**config.mk**
```make
export PLATFORM = sky130hd
export DESIGN_NAME = wb_decoder
export DESIGN_NICKNAME = d
export VERILOG_FILES = /design/src/rtl/crush_bus_pkg.sv /design/src/rtl/wb_addr_match.sv /design/src/rtl/wb_decoder.sv
export SDC_FILE = /design/constraint.sdc
export NUM_CORES = 1
export LEC_CHECK = 0
export ABC_CLOCK_PERIOD_IN_PS = 2700
export BUFFER_PORTS_ARGS = -buffer_cell sky130_fd_sc_hd__buf_2
export CAP_MARGIN = 40
export CORE_AREA = 2 2 126 128
export CTS_BUF_LIST = sky130_fd_sc_hd__clkbuf_4 sky130_fd_sc_hd__clkbuf_8
export CTS_CLUSTER_SIZE = 20
export DETAILED_ROUTE_END_ITERATION = 10
export DIE_AREA = 0 0 128 130
export GPL_TIMING_DRIVEN = 0
export HOLD_SLACK_MARGIN = 0.12
export PLACE_DENSITY = 0.39
export REMOVE_ABC_BUFFERS = 1
export SYNTH_ARGS = -nofsm -noshare
export SYNTH_HDL_FRONTEND = slang
export SYNTH_SLANG_ARGS = --single-unit
```
**constraint.sdc**
```tcl
create_clock -name clk_i -period 2.7 [get_ports clk_i]
set_input_delay 0.405 -clock clk_i [delete_from_list [all_inputs] [get_ports clk_i]]
set_output_delay 0.405 -clock clk_i [all_outputs]
set_load 0.01 [all_outputs]
```
**src/rtl/crush_bus_pkg.sv**
```systemverilog
`default_nettype none
// ============================================================================
//  Module      : crush_bus_pkg
//  Description : Shared definitions for the crush bus Wishbone decoder.
//                Holds the bus widths, the default memory map, the decoder
//                FSM state type and the region-mask helper.
//  Revision    : 1.0 - initial release
// ============================================================================
package crush_bus_pkg;

    // Wishbone bus widths
    localparam int WB_ADR_W = 32;
    localparam int WB_DAT_W = 32;
    localparam int WB_SEL_W = 4;

    // Width of the watchdog counter (covers TIMEOUT_CYCLES up to 65535)
    localparam int TO_CNT_W = 16;

    // Default memory map
    localparam logic [WB_ADR_W-1:0] DEF_S0_BASE = 32'h1000_0000;
    localparam logic [WB_ADR_W-1:0] DEF_S0_SIZE = 32'h0000_4000;
    localparam logic [WB_ADR_W-1:0] DEF_S1_BASE = 32'h2000_0000;
    localparam logic [WB_ADR_W-1:0] DEF_S1_SIZE = 32'h0000_1000;

    // Decoder FSM states
    typedef enum logic [1:0] {
        IDLE = 2'd0,
        BUSY = 2'd1,
        ERR  = 2'd2
    } state_t;

    // Mask that clears the offset bits of a power-of-two region
    function automatic logic [WB_ADR_W-1:0] region_mask(input logic [WB_ADR_W-1:0] size);
        return ~(size - 32'd1);
    endfunction

endpackage : crush_bus_pkg
`default_nettype wire

```
**src/rtl/wb_addr_match.sv**
```systemverilog
`default_nettype none
// ============================================================================
//  Module      : wb_addr_match
//  Description : Unsigned region comparator. hit is high when adr lies in
//                [BASE, BASE+SIZE). SIZE must be a power of two and BASE
//                aligned to SIZE.
//  Ports       : adr (in, 32)  - address to test
//                hit (out, 1)  - address falls in the region
//  Revision    : 1.0 - initial release
// ============================================================================
module wb_addr_match
    import crush_bus_pkg::*;
#(
    parameter logic [WB_ADR_W-1:0] BASE = DEF_S0_BASE,
    parameter logic [WB_ADR_W-1:0] SIZE = DEF_S0_SIZE
) (
    input  logic [WB_ADR_W-1:0] adr,
    output logic                hit
);

    localparam logic [WB_ADR_W-1:0] MASK = region_mask(SIZE);

    assign hit = ((adr & MASK) == BASE);

endmodule : wb_addr_match
`default_nettype wire

```
**src/rtl/wb_decoder.sv**
```systemverilog
`default_nettype none
// ============================================================================
//  Module      : wb_decoder
//  Description : Single-master, two-slave Wishbone B4 classic address
//                decoder with optional bus watchdog. Slave 0 is memory,
//                slave 1 a peripheral region. The decode is registered in
//                IDLE; while BUSY the selected slave's terminations and read
//                data are passed combinationally to the master. Unmapped
//                addresses (and, with the watchdog, silent slaves) get a
//                one-cycle err from the ERR state.
//  Config      : `define CRUSH_BUS_TIMEOUT_EN to enable the watchdog; without
//                it BUSY waits indefinitely and TIMEOUT_CYCLES is ignored.
//  Ports       : clk_i, rst_i            - clock, sync active-high reset
//                m_*                     - master side (cyc/stb/we/adr/sel/
//                                          dat in; dat/ack/err/rty out)
//                s0_*, s1_*              - slave side (cyc/stb/we/adr/sel/
//                                          dat out; dat/ack/err/rty in)
//  Revision    : 1.0 - initial release
// ============================================================================
module wb_decoder
    import crush_bus_pkg::*;
#(
    parameter logic [WB_ADR_W-1:0] S0_BASE        = DEF_S0_BASE,
    parameter logic [WB_ADR_W-1:0] S0_SIZE        = DEF_S0_SIZE,
    parameter logic [WB_ADR_W-1:0] S1_BASE        = DEF_S1_BASE,
    parameter logic [WB_ADR_W-1:0] S1_SIZE        = DEF_S1_SIZE,
    parameter int                  TIMEOUT_CYCLES = 255
) (
    input  logic                clk_i,
    input  logic                rst_i,

    // Master port
    input  logic                m_cyc_i,
    input  logic                m_stb_i,
    input  logic                m_we_i,
    input  logic [WB_ADR_W-1:0] m_adr_i,
    input  logic [WB_SEL_W-1:0] m_sel_i,
    input  logic [WB_DAT_W-1:0] m_dat_i,
    output logic [WB_DAT_W-1:0] m_dat_o,
    output logic                m_ack_o,
    output logic                m_err_o,
    output logic                m_rty_o,

    // Slave 0 (memory)
    output logic                s0_cyc_o,
    output logic                s0_stb_o,
    output logic                s0_we_o,
    output logic [WB_ADR_W-1:0] s0_adr_o,
    output logic [WB_SEL_W-1:0] s0_sel_o,
    output logic [WB_DAT_W-1:0] s0_dat_o,
    input  logic [WB_DAT_W-1:0] s0_dat_i,
    input  logic                s0_ack_i,
    input  logic                s0_err_i,
    input  logic                s0_rty_i,

    // Slave 1 (peripherals)
    output logic                s1_cyc_o,
    output logic                s1_stb_o,
    output logic                s1_we_o,
    output logic [WB_ADR_W-1:0] s1_adr_o,
    output logic [WB_SEL_W-1:0] s1_sel_o,
    output logic [WB_DAT_W-1:0] s1_dat_o,
    input  logic [WB_DAT_W-1:0] s1_dat_i,
    input  logic                s1_ack_i,
    input  logic                s1_err_i,
    input  logic                s1_rty_i
);

    // Elaboration-time range check on the watchdog limit
    generate
        if (TIMEOUT_CYCLES < 1 || TIMEOUT_CYCLES > 65535) begin : g_bad_timeout
            $error("wb_decoder: TIMEOUT_CYCLES must be in 1..65535");
        end
    endgenerate

    state_t state;
    logic   sel_q;      // 0 = slave 0, 1 = slave 1

`ifdef CRUSH_BUS_TIMEOUT_EN
    localparam logic [TO_CNT_W-1:0] TO_LAST = TO_CNT_W'(TIMEOUT_CYCLES - 1);
    logic [TO_CNT_W-1:0] to_cnt;
`endif

    // ------------------------------------------------------------------
    // Address decode
    // ------------------------------------------------------------------
    logic s0_hit;
    logic s1_hit;

    wb_addr_match #(
        .BASE (S0_BASE),
        .SIZE (S0_SIZE)
    ) u_s0_match (
        .adr  (m_adr_i),
        .hit  (s0_hit)
    );

    wb_addr_match #(
        .BASE (S1_BASE),
        .SIZE (S1_SIZE)
    ) u_s1_match (
        .adr  (m_adr_i),
        .hit  (s1_hit)
    );

    // ------------------------------------------------------------------
    // Selected-slave return path
    // ------------------------------------------------------------------
    logic                busy;
    logic                sel_ack;
    logic                sel_err;
    logic                sel_rty;
    logic [WB_DAT_W-1:0] sel_dat;
    logic                sel_term;

    assign busy = (state == BUSY);

    always_comb begin
        sel_ack = s0_ack_i;
        sel_err = s0_err_i;
        sel_rty = s0_rty_i;
        sel_dat = s0_dat_i;
        if (sel_q) begin
            sel_ack = s1_ack_i;
            sel_err = s1_err_i;
            sel_rty = s1_rty_i;
            sel_dat = s1_dat_i;
        end
    end

    assign sel_term = sel_ack | sel_err | sel_rty;

    // Terminations are masked while reset is asserted so that a slave
    // acking in the reset cycle is never seen by the master.
    assign m_ack_o = ~rst_i & busy & sel_ack;
    assign m_rty_o = ~rst_i & busy & sel_rty;
    assign m_err_o = ~rst_i & ((busy & sel_err) | (state == ERR));
    assign m_dat_o = busy ? sel_dat : '0;

    // ------------------------------------------------------------------
    // Slave request path: strobes follow the master combinationally so a
    // master abort (cyc low) reaches the slave in the same cycle.
    // ------------------------------------------------------------------
    assign s0_cyc_o = busy & ~sel_q & m_cyc_i;
    assign s0_stb_o = busy & ~sel_q & m_stb_i;
    assign s1_cyc_o = busy &  sel_q & m_cyc_i;
    assign s1_stb_o = busy &  sel_q & m_stb_i;

    assign s0_we_o  = m_we_i;
    assign s0_adr_o = m_adr_i;
    assign s0_sel_o = m_sel_i;
    assign s0_dat_o = m_dat_i;
    assign s1_we_o  = m_we_i;
    assign s1_adr_o = m_adr_i;
    assign s1_sel_o = m_sel_i;
    assign s1_dat_o = m_dat_i;

    // ------------------------------------------------------------------
    // Decoder FSM
    // ------------------------------------------------------------------
    always_ff @(posedge clk_i) begin
        if (rst_i) begin
            state <= IDLE;
            sel_q <= 1'b0;
`ifdef CRUSH_BUS_TIMEOUT_EN
            to_cnt <= '0;
`endif
        end else begin
            case (state)
                IDLE: begin
                    if (m_cyc_i && m_stb_i) begin
                        // S0 is tested first so it wins on overlapping maps
                        if (s0_hit) begin
                            sel_q <= 1'b0;
                            state <= BUSY;
                        end else if (s1_hit) begin
                            sel_q <= 1'b1;
                            state <= BUSY;
                        end else begin
                            state <= ERR;
                        end
`ifdef CRUSH_BUS_TIMEOUT_EN
                        to_cnt <= '0;
`endif
                    end
                end

                BUSY: begin
                    if (!m_cyc_i) begin
                        state <= IDLE;
                    end else if (sel_term) begin
                        state <= IDLE;
`ifdef CRUSH_BUS_TIMEOUT_EN
                    end else if (to_cnt == TO_LAST) begin
                        state <= ERR;
                    end else begin
                        to_cnt <= to_cnt + 1'b1;
`endif
                    end
                end

                ERR: begin
                    state <= IDLE;
                end

                default: begin
                    state <= IDLE;
                end
            endcase
        end
    end

endmodule : wb_decoder
`default_nettype wire

```
# After elaboration in Yosys (flattened, before gate mapping)
# Cells that the tools add are included.
dict set report classes {
  mux 13
  n_eq_ne 6
  n_reduce_logical 5
  bitwise 16
}
# op count
set op_table {}
lappend op_table {{$mux W32} 2}
lappend op_table {{$eq A20 B18 Y1 const B} 1}
lappend op_table {{$eq A18 B15 Y1 const B} 1}
lappend op_table {{$and A1 B1 Y1} 11}
lappend op_table {{$mux W2} 5}
lappend op_table {{$mux W1} 5}
lappend op_table {{$pmux W2 S2} 1}
lappend op_table {{$ne A3 B2 Y1 const B} 1}
lappend op_table {{$or A1 B1 Y1} 3}
lappend op_table {{$reduce_and A3 Y1} 1}
lappend op_table {{$eq A2 B1 Y1 const B} 1}
lappend op_table {{$eq A2 B2 Y1 const B} 1}
lappend op_table {{$logic_not A2 Y1} 1}
lappend op_table {{$ne A2 B2 Y1 const B} 1}
lappend op_table {{$not A1 Y1} 2}
lappend op_table {{$reduce_and A2 Y1} 1}
lappend op_table {{$reduce_bool A2 Y1} 1}
lappend op_table {{$logic_and A1 B1 Y1} 1}
dict set report word_totals {
  register_bits 3
  out_inout_bits 177
}

# Longest topological paths before layout
dict set report depth {
  word_depth 6
  ltp_mapped 5
}

# Modules after synthesis
# Synthesis repeated with hierarchy kept, for this count alone.
dict set report hier_totals {
  cells_unflattened 255
  area_unflattened_um2 1870.5
}
# mod n_inst area_per_inst_um2 cells_each
set by_module_without_submodules {}
lappend by_module_without_submodules {wb_decoder 1 1757.9 240}
lappend by_module_without_submodules {{wb_addr_match at u_s1_match} 1 65.1 8}
lappend by_module_without_submodules {{wb_addr_match at u_s0_match} 1 47.5 7}

# Worst setup path before layout
# Ideal clock, no wire load.
dict set report synth_timing {
  path_type {reg-to-output}
  startpoint {reg sel_q}
  endpoint {out m_dat_o[10]}
  arrival_time_ps 1324
  setup_slack_ps 971
  path_buffers 2
  path_stages_with_launch 5
  path_cell_list {dfxtp_1 > buf_1 > buf_2 > mux2i_1 > nor2_1}
}
dict set report synth_between {
  elab_chain_cells 2
}
# element line_no
set synth_rtl {}
lappend synth_rtl {{from (decl)} wb_decoder.sv:77} ;# logic sel_q;
lappend synth_rtl {{from (signal assigned)} wb_decoder.sv:164} ;# sel_q <= 1'b0;
lappend synth_rtl {{from (signal assigned)} wb_decoder.sv:174} ;# sel_q <= 1'b0;
lappend synth_rtl {{from (signal assigned)} wb_decoder.sv:177} ;# sel_q <= 1'b1;
lappend synth_rtl {{$mux W32} wb_decoder.sv:123} ;# if (sel_q) begin
lappend synth_rtl {{$mux W32} wb_decoder.sv:138} ;# assign m_dat_o = busy ? sel_dat : '0;
lappend synth_rtl {{to (decl)} wb_decoder.sv:39} ;# output logic [WB_DAT_W-1:0] m_dat_o,
# No other way between the ends.

# Worst setup path after layout
dict set report layout_timing {
  startpoint {reg state[1]}
  endpoint {out m_err_o}
}
dict set report layout_between {
  elab_chain_cells 4
  word_cells_on_any_way 5
}
# element line_no
set layout_rtl {}
lappend layout_rtl {{from (decl)} wb_decoder.sv:76} ;# state_t state;
lappend layout_rtl {{from (signal assigned)} wb_decoder.sv:163} ;# state <= IDLE;
lappend layout_rtl {{from (signal assigned)} wb_decoder.sv:175} ;# state <= BUSY;
lappend layout_rtl {{from (signal assigned)} wb_decoder.sv:178} ;# state <= BUSY;
lappend layout_rtl {{$eq A2 B1 Y1} wb_decoder.sv:116} ;# assign busy = (state == BUSY);
lappend layout_rtl {{$and A1 B1 Y1} wb_decoder.sv:137} ;# assign m_err_o = ~rst_i & ((busy & sel_err) | (state == ERR));
lappend layout_rtl {{$or A1 B1 Y1 (*)} wb_decoder.sv:137}
lappend layout_rtl {{$and A1 B1 Y1 (*)} wb_decoder.sv:137}
lappend layout_rtl {{to (decl)} wb_decoder.sv:41} ;# output logic m_err_o,
# Mark *: on every way between the ends. The rest lies on a longest branch, timed or not.

==> metrics.md <==
| Metric | Value |
|---|---|
| DIE WIDTH | `128 microns` |
| Num ports | `320` |
| Routed wire length | `approximately 12,000 microns` |
| Clk_skew | `0.003549 ns` |
| CTS H-tree lvls | `1` |
| Family with the most delay on the worst path | `simple AND/OR/NAND/NOR gates` |
| Status | `finished clean` |
| Routability cong. | `0.8063` |
| Slowest CP cell | `nand2b_1` |
| Core ar. | `15,420 sq um` |
| Crit path DAT | `1.82 ns` |
| Tcrit/Tclk final | `about 82%` |
| Leakage | `~1.0 nW` |
| Setup TNS | `0 ns` |
| Via count | `about 1,800` |
| Worst Tran Pin Value | `0.7562 ns` |
| Slew HR | `49.59%` |
| Port Buffers | `172` |
| Wire per inst | `26.15 microns` |
| Row count | `46` |
| Largest net degree at the start of global routing | `26` |
| IR drop worst, VDD | `0.09180 mV` |
| Mapped Avg Cell Area | `7.432 sq um` |
| Final net count | `about 420` |
| Vias in the first global route | `1,474` |
| Cts repair resizes | `0` |
| CP Max Fanout | `21` |
| DP Area | `1923 sq um` |
| GR Overflow Total | `0` |
| Peak per-stage delay on the critical path | `0.62 ns` |
| Routed Antenna Nets | `0` |
| Hold slack | `0.4477 ns` |
| Reg clk slew, reported paths | `roughly 0.030 ns` |
| Root Driver | `clkbuf_8` |
| Cell area after layout | `~2000 sq um` |
| Required @ worst endpoint | `2.30 ns` |
| CP Capture Type | `output port` |
| Vias/cell | `between 3 and 4` |
| Cells after Synth | `248` |
| Commonest non-fill, non-tap cell in the layout | `buf_2` |
| Total power | `between 0.3 and 0.4 mW` |
| CTS Buf Count | `3` |
| Final Critical Period | `2.220 ns` |
| Crit-path cells | `nand2b_1 > buf_16 > nor2_1 > a21oi_1 > nor2_1 > buf_2` |
| Setup WS pre-CTS | `0.6821 ns` |
| Final WS setup | `0.4798 ns` |
| Final Hold Viols | `0` |
| Most Frequent Cell on Critical Path | `nor2_1` |
| Seq/Total Area, Yosys | `approximately 3.3%` |
| Placed Cells | `468` |
| Commonest cells after routing, fill and taps aside | `172 x buf_2, 35 x mux2i_1, 35 x nor2_1` |
| Non-filler cells, final | `approximately 470` |
| Min-delay worst type | `primary input to flip-flop` |
| Hold_buf cts | `0` |
| Setup crit start kind | `flip-flop` |
| Clock Latency Late Sink | `0.21 ns` |
| Drt pass-1 iters | `6` |
| Max Cap Violations | `0` |
| Die Area | `between 15,000 and 20,000 sq um` |
| Slew Viols, Final | `0` |
| CTS tree | `built` |
| Sink Count | `3` |
| Initial cell density of the core | `a little under an eighth` |
| Bufs and invs on worst path | `2` |
| # DRC | `0` |
| ANT cells | `0` |
| Initial antenna violation count | `2` |
| FF+latch count, synth | `3` |
| DRT iter0 DRCs | `81` |
| GRT Overall Usage | `roughly 14%` |
| Bufs on Longest Clock Path | `2` |
| Unrepaired setup endpoints after global routing | `no` |
| Setup violators final | `0` |
| Pwr Density | `170.8 nW/um^2` |
| Post-CTS setup buffers | `0` |
| Hpwl dp | `around 11,000 microns` |
| Die Y | `130 microns` |
| Mapped cell area | `1843 sq um` |
| Yosys cell types | `23` |
| Util after Layout | `12.78%` |
| Area Overhead vs Synth | `6.992%` |
| Synth Warn # | `0` |
| Layout cells sized above 1 | `67.14%` |
| CP Class | `flip-flop to output port` |
| First-pass GRT wire length | `14,750 microns` |
| Fmax | `450.4 MHz` |
==> area by class of cell <==
cell class                 count  area, sq um
fill                        1806        13450
sequential                     3        61.31
clock buffer                   4        48.80
tap                          192        240.2
multi-input combinational     97        705.7
inverter                       2        7.507
timing repair buffer         174        908.4
==> metal layers <==
metal  up-vias  share of wire (%)  GRT usage [%]
li1        735                  -              -
met1       738                 26          9.781
met2       295                 44          21.26
met3        14                 28          18.29
met4         6                1.3          2.586
met5         -                1.4          9.412
==> cell families after synthesis <==
logic type             count (synthesis)  synth area share [%]
buffers and inverters                148                 58.45
DFF                                    3                 3.259
and+or+nand+nor                       56                 16.90
AOI/OAI and AO/OA                      6                 2.376
muxes                                 35                 19.01
==> sequential cells by signal, indices dropped and copies added, names as in the netlist <==
register  flops
sel_q         1
state         2
==> cell usage after synthesis <==
library cell | number | share of area (%)
a2111o_1 | 1 | 0.61
a211oi_1 | 2 | 0.81
a21oi_1 | 2 | 0.54
and3_1 | 4 | 1.4
buf_1 | 1 | 0.20
buf_2 | 3 | 0.81
buf_4 | 138 | 56
clkbuf_1 | 4 | 0.81
dfxtp_1 | 3 | 3.3
inv_1 | 2 | 0.41
mux2i_1 | 35 | 19
nand2_4 | 2 | 1.2
nand2b_1 | 1 | 0.34
nand3_1 | 1 | 0.27
nor2_1 | 35 | 7.1
nor2_2 | 1 | 0.34
nor3_1 | 3 | 0.81
nor4_1 | 3 | 1.0
nor4_2 | 3 | 2.0
nor4_4 | 1 | 1.2
o211ai_1 | 1 | 0.41
or2b_2 | 1 | 0.48
or4b_4 | 1 | 0.75
==> power by group <==
group          leakage (nW)  switching (mW)  total, mW  internal [mW]
Combinational         0.955          0.0705      0.153         0.0825
Clock                0.0262          0.0273      0.138          0.110
Sequential           0.0248        0.000700     0.0460         0.0453
Total                  1.01          0.0985      0.337          0.238
==> path summary, 6_finish.rpt <==
check | start | to | slack [ns] | depth (start not counted)
setup / recovery | state[1] | m_err_o | 0.48 | 6
hold / removal | rst_i | state[0] | 0.45 | 2
setup reg to reg | sel_q | state[0] | 1.05 | 5
hold reg to reg | state[0] | state[1] | 0.64 | 3
(Power assumes the default switching activity.)
